**config.mk**
```make
export PLATFORM = sky130hd
export DESIGN_NAME = crossbar_ctrl_sequencer
export DESIGN_NICKNAME = d
export VERILOG_FILES = /design/src/rtl/crossbar_pkg.sv /design/src/rtl/crossbar_sched_table.sv /design/src/rtl/crossbar_ctrl_sequencer.sv
export SDC_FILE = /design/constraint.sdc
export NUM_CORES = 1
export LEC_CHECK = 0
export BUFFER_PORTS_ARGS = -buffer_cell sky130_fd_sc_hd__buf_4
export CORE_MARGIN = 2
export CORE_UTILIZATION = 54
export DETAILED_ROUTE_END_ITERATION = 16
export PLACE_DENSITY_LB_ADDON = 0.3
export SETUP_SLACK_MARGIN = 0.1
export SLEW_MARGIN = 20
export SYNTH_ARGS = -nofsm -noshare
export SYNTH_HDL_FRONTEND = slang
export SYNTH_SLANG_ARGS = --single-unit
export TNS_END_PERCENT = 10
```
**constraint.sdc**
```tcl
create_clock -name clk -period 2.35 [get_ports clk]
set_clock_uncertainty 0.2 [all_clocks]
set_input_delay 0.3525 -clock clk [delete_from_list [all_inputs] [get_ports clk]]
set_output_delay 0.3525 -clock clk [all_outputs]
set_load 0.02 [all_outputs]
```
**src/rtl/crossbar_pkg.sv**
```systemverilog
// Shared types and constants for the crossbar control sequencer.
package crossbar_pkg;

    localparam int CTRL_W  = 5;
    localparam int N_PORTS = 4;
    localparam int DWELL_W = 4;

    typedef enum logic {
        IDLE = 1'b0,
        RUN  = 1'b1
    } state_t;

    // One schedule slot: crossbar routing word plus extra hold cycles.
    typedef struct packed {
        logic [CTRL_W-1:0]  ctrl;
        logic [DWELL_W-1:0] dwell;
    } sched_entry_t;

endpackage

```
**src/rtl/crossbar_sched_table.sv**
```systemverilog
// Schedule register file: async clear, one sync write port, one comb read port.
// A same-cycle read of the entry being written returns the old contents.
module crossbar_sched_table #(
    parameter  int DEPTH   = 8,
    parameter  int CTRL_W  = 5,
    parameter  int DWELL_W = 4,
    localparam int AW      = $clog2(DEPTH)
) (
    input  logic               clk,
    input  logic               rst_n,
    input  logic               wr_en,
    input  logic [AW-1:0]      wr_addr,
    input  logic [CTRL_W-1:0]  wr_ctrl,
    input  logic [DWELL_W-1:0] wr_dwell,
    input  logic [AW-1:0]      rd_addr,
    output logic [CTRL_W-1:0]  rd_ctrl,
    output logic [DWELL_W-1:0] rd_dwell
);
    import crossbar_pkg::*;

    logic [DEPTH-1:0][CTRL_W-1:0]  ctrl_q;
    logic [DEPTH-1:0][DWELL_W-1:0] dwell_q;

    // Table storage: cleared on reset, written one entry per cycle.
    always_ff @(posedge clk or negedge rst_n) begin
        if (!rst_n) begin
            ctrl_q  <= '0;
            dwell_q <= '0;
        end else if (wr_en) begin
            ctrl_q[wr_addr]  <= wr_ctrl;
            dwell_q[wr_addr] <= wr_dwell;
        end
    end

    assign rd_ctrl  = ctrl_q[rd_addr];
    assign rd_dwell = dwell_q[rd_addr];

endmodule

```
**src/rtl/crossbar_ctrl_sequencer.sv**
```systemverilog
// Steps the crossbar control word through a programmable schedule, once or looping.
module crossbar_ctrl_sequencer #(
    parameter  int CTRL_W  = 5,
    parameter  int DEPTH   = 8,
    parameter  int DWELL_W = 4,
    localparam int AW      = $clog2(DEPTH)
) (
    input  logic               clk,
    input  logic               rst_n,
    input  logic               wr_en,
    input  logic [AW-1:0]      wr_addr,
    input  logic [CTRL_W-1:0]  wr_ctrl,
    input  logic [DWELL_W-1:0] wr_dwell,
    input  logic [AW:0]        len,
    input  logic               loop,
    input  logic               start,
    input  logic               stop,
    output logic [CTRL_W-1:0]  control,
    output logic [AW-1:0]      entry_idx,
    output logic               busy,
    output logic               done
);
    import crossbar_pkg::*;

    state_t             state, state_nxt;
    logic [DWELL_W-1:0] cnt;
    logic [AW:0]        len_eff;
    logic [AW:0]        len_clip;
    logic               looped;
    logic               last;
    logic               load;
    logic               finish;
    logic [AW-1:0]      rd_addr;
    logic [CTRL_W-1:0]  rd_ctrl;
    logic [DWELL_W-1:0] rd_dwell;

    crossbar_sched_table #(
        .DEPTH  (DEPTH),
        .CTRL_W (CTRL_W),
        .DWELL_W(DWELL_W)
    ) u_table (
        .clk     (clk),
        .rst_n   (rst_n),
        .wr_en   (wr_en),
        .wr_addr (wr_addr),
        .wr_ctrl (wr_ctrl),
        .wr_dwell(wr_dwell),
        .rd_addr (rd_addr),
        .rd_ctrl (rd_ctrl),
        .rd_dwell(rd_dwell)
    );

    // Requests longer than the table run the whole table.
    assign len_clip = (len > (AW+1)'(DEPTH)) ? (AW+1)'(DEPTH) : len;
    assign last     = ({1'b0, entry_idx} == (len_eff - 1'b1));
    // Read port always points at the entry that would be loaded next.
    assign rd_addr  = (state == RUN && !last) ? entry_idx + 1'b1 : '0;

    // Next-state and load/finish decisions; stop beats any advance.
    always_comb begin
        state_nxt = state;
        load      = 1'b0;
        finish    = 1'b0;
        unique case (state)
            IDLE: begin
                if (start && !stop && len != '0) begin
                    state_nxt = RUN;
                    load      = 1'b1;
                end
            end
            RUN: begin
                if (stop) begin
                    state_nxt = IDLE;
                end else if (cnt == '0) begin
                    if (last && !looped) begin
                        state_nxt = IDLE;
                        finish    = 1'b1;
                    end else begin
                        load = 1'b1;
                    end
                end
            end
            default: state_nxt = IDLE;
        endcase
    end

    // FSM state register.
    always_ff @(posedge clk or negedge rst_n) begin
        if (!rst_n) state <= IDLE;
        else        state <= state_nxt;
    end

    // Output registers, dwell counter and run parameters latched at start.
    always_ff @(posedge clk or negedge rst_n) begin
        if (!rst_n) begin
            control   <= '0;
            entry_idx <= '0;
            busy      <= 1'b0;
            done      <= 1'b0;
            cnt       <= '0;
            len_eff   <= '0;
            looped    <= 1'b0;
        end else begin
            busy <= (state_nxt == RUN);
            done <= finish;
            if (state == IDLE && state_nxt == RUN) begin
                len_eff <= len_clip;
                looped  <= loop;
            end
            if (load) begin
                control   <= rd_ctrl;
                entry_idx <= rd_addr;
                cnt       <= rd_dwell;
            end else if (state == RUN && !stop && cnt != '0) begin
                cnt <= cnt - 1'b1;
            end
        end
    end

endmodule

```
==> impl_metrics.toml <==
[placement]
dpl-instance-area_um2 = 4940
io_buffer_count = 31
place.gp.congestion = 0.930
dp.cells = 501
dpl.hpwl_um = 6770

[final_layout]
area_growth_pct = 17.1
fin_cells = 520
drive_above_1_share_pct = 43.4
diodes = 0
nets = 436
fin_area_um2 = 5210
nFillCells = 641

[status]
status = "complete, no violations"

[route]
vias = 3065
wirelength_um = 9520
viasPerCell = 5.89
drc = 0
detail-route-antenna-nets = 0
drtPass1Iterations = 4
wl_per_cell_um = 18.3
drt_iter0_markers = 119

[global_route]
overflow = 0
grt_pass1_wl_um = 15400
antenna_found_initial = 0
grt_pass1_vias = 3033
grt_max_degree = 58
grt_util_all_layers_pct = 22.7

[setup_path]
crit_path_start_kind = "flip-flop"
end_kind = "flip-flop"
rrSetupSlack_ns = 0.14
critPathCapture = "cnt[3]"
cp.required_ns = 2.37
r2r-start = "entry_idx[0]"
r2r_end = "cnt[3]"
worstPathArrival_ns = 2.23
cp-startpoint = "entry_idx[0]"
path_class = "reg -> reg"
worstPathMaxFanout = 13
r2r_cells = 6

[yosys]
synth_warnings = 0
synth_cell_types = 56
async_flop_share_pct = 100
syn_area_per_cell_um2 = 12.6
synth_area_um2 = 4450
ys_seq_area_share_pct = 51.2
synth_seq_cells = 91
synth_fp_nets = 380
syn_inst = 354
synth_edf_count = 0
synth_top_flop_cell = "dfrtp_1"

[timing]
period_needed_ns = 2.21
slew_headroom_pct = 68.4
tightestPinTransition_ns = 0.474
setup_tns_ns = 0
slew_viol_final = 0
fmax_ghz = 0.452
finalCritPeriodShare_pct = 94.1
rsz0062_at_grt = "true"
finalSetupViolCount = 0
final_hold_viol_count = 0

[flow_run]
drv_cap = 0

[floorplanning]
fp-row-count = 33
start_util_pct = 54.9
boundaryPins = 32
design.die.area_um2 = 8980
die_h_um = 94.7
die_w_um = 94.7
coreArea_um2 = 8090

[cts]
cts_buffers = 9
tritoncts = "built"
clockRootBuffer = "clkbuf_8"
clock_path_buffers = 2
ctsHtreeMaxLevel = 3
clk_pin_slew_ns = 0.08
cts.sinks = 91
clkLatencyLatePin_ns = 0.36

[power_and_ir_drop]
power_density_nw_per_um2 = 1140
p_leak_nw = 2.23
ir_drop_uv = 505

[min_path]
hold_path.class = "in -> reg"
cells in the mapped netlist, types with 4 or more instances:
library cell  number  area, um2
nand2b_1           8       50.1
nand3_1            4       20.0
o21ai_0           15       75.1
o2111ai_1          5       43.8
nand2_1           18       67.6
mux2i_1            8       80.1
inv_1              8       30.0
ha_1               4       50.1
nor2b_1            5       31.3
nand4b_1           4       35.0
clkbuf_1           8       30.0
o211ai_1           5       37.5
a31oi_1            9       56.3
o22ai_1            8       50.1
dfrtp_1           91       2280
nor2_1            17       63.8
xor2_1             4       35.0
mux2_2            81        912
per-stage QoR:
step / util [%] / total power, mW / hold slack [ns] / worst slack, ns
after global placement: 61.1 / 4.79 / 0.143 / 0.131
after detailed placement: 61.1 / 4.84 / 0.143 / 0.0164
after floorplan: - / 4.02 / -0.143 / 0.143
after CTS: 63.8 / 5.86 / 0.0572 / 0.0756
final: 64.3 / 5.93 / 0.0735 / 0.137
after global routing: 64.3 / 6.31 / 0.0611 / 0.00325
repair_timing:
item | CTS | global route
setup endpoints to repair | 6 | 13
gates resized for setup | 2 | 9
hold buffers | 2 | 0
setup buffers | 0 | 1
gates cloned | 0 | 0
hold endpoints to repair | 35 | 0
pin swaps | 0 | 4
power breakdown:
part	leakage (nW)	total [mW]	switching (mW)	internal, mW
Clock	0.0933	0.985	0.562	0.423
Combinational	1.04	2.69	1.39	1.29
Sequential	1.10	2.25	0.272	1.98
Total	2.23	5.93	2.23	3.70
worst min-delay path by stage:
stage                  to  startpoint  depth (start not counted)  slack (ns)
2_1_floorplan        busy       rst_n                          0       -0.14
3_3_place_gp       looped       rst_n                          1        0.14
3_5_place_dp       looped       rst_n                          1        0.14
4_1_cts        len_eff[3]      len[3]                          2        0.06
5_1_grt        len_eff[3]      len[3]                          2        0.06
6_report       len_eff[3]      len[3]                          2        0.07
layout by cell type (no fill, tap or decap), types with 3 or more instances in the layout:
| master | n |
|---|---|
| mux2i_1 | 8 |
| nand4b_1 | 4 |
| nand3_1 | 4 |
| dfrtp_1 | 91 |
| a31oi_1 | 9 |
| nand2_1 | 17 |
| buf_4 | 55 |
| o21ai_0 | 15 |
| inv_1 | 7 |
| o211ai_1 | 5 |
| nor2_1 | 17 |
| nor3_1 | 3 |
| clkbuf_8 | 10 |
| mux2_2 | 81 |
| o221ai_1 | 3 |
| xor2_1 | 3 |
| nand2b_1 | 8 |
| o22ai_1 | 8 |
| o22a_1 | 3 |
| nor2b_1 | 5 |
| o2111ai_1 | 5 |
cells by family after synthesis:
logic type / Yosys count / share of synthesized area, %
flops: 91 / 51.2
buf+inv: 22 / 2.50
mux: 90 / 22.7
fa+ha+maj: 4 / 1.13
compound gates: 69 / 12.4
xor+xnor: 6 / 1.18
simple gates: 72 / 8.89
state kept, by name, summed over array words and instances (netlist names):
signal and flops:
busy 1, cnt 4, control 5, done 1, entry_idx 3, len_eff 4
looped 1, u_table.ctrl_q 40, u_table.dwell_q 32
critical path, cell delays in order (launching register included):
cell and delay (ns):
dfrtp_1 0.42, ha_2 0.40, buf_12 0.16, mux2_2 0.34
o22a_1 0.21, o221ai_1 0.22, o211ai_1 0.13
layer usage:
metal / GRT usage [%] / up-vias / share of wire (%)
li1: - / 1435 / -
met1: 33.2 / 1558 / 50
met2: 34.5 / 63 / 45
met3: 4.23 / 9 / 3.6
met4: 7.13 / 0 / 1.2
met5: 0 / - / 0
area by class of cell:
class | instances | area [um2] | share of cell area, %
clock buffers | 10 | 138 | 2.64
clock inverters | 6 | 47.5 | 0.913
inverters | 8 | 30.0 | 0.577
multi-input cells | 241 | 2110 | 40.5
flip-flops and latches | 91 | 2280 | 43.7
well taps | 105 | 131 | 2.52
repair buffers | 59 | 473 | 9.08
Note: power is estimated with default switching activity, not from simulation.
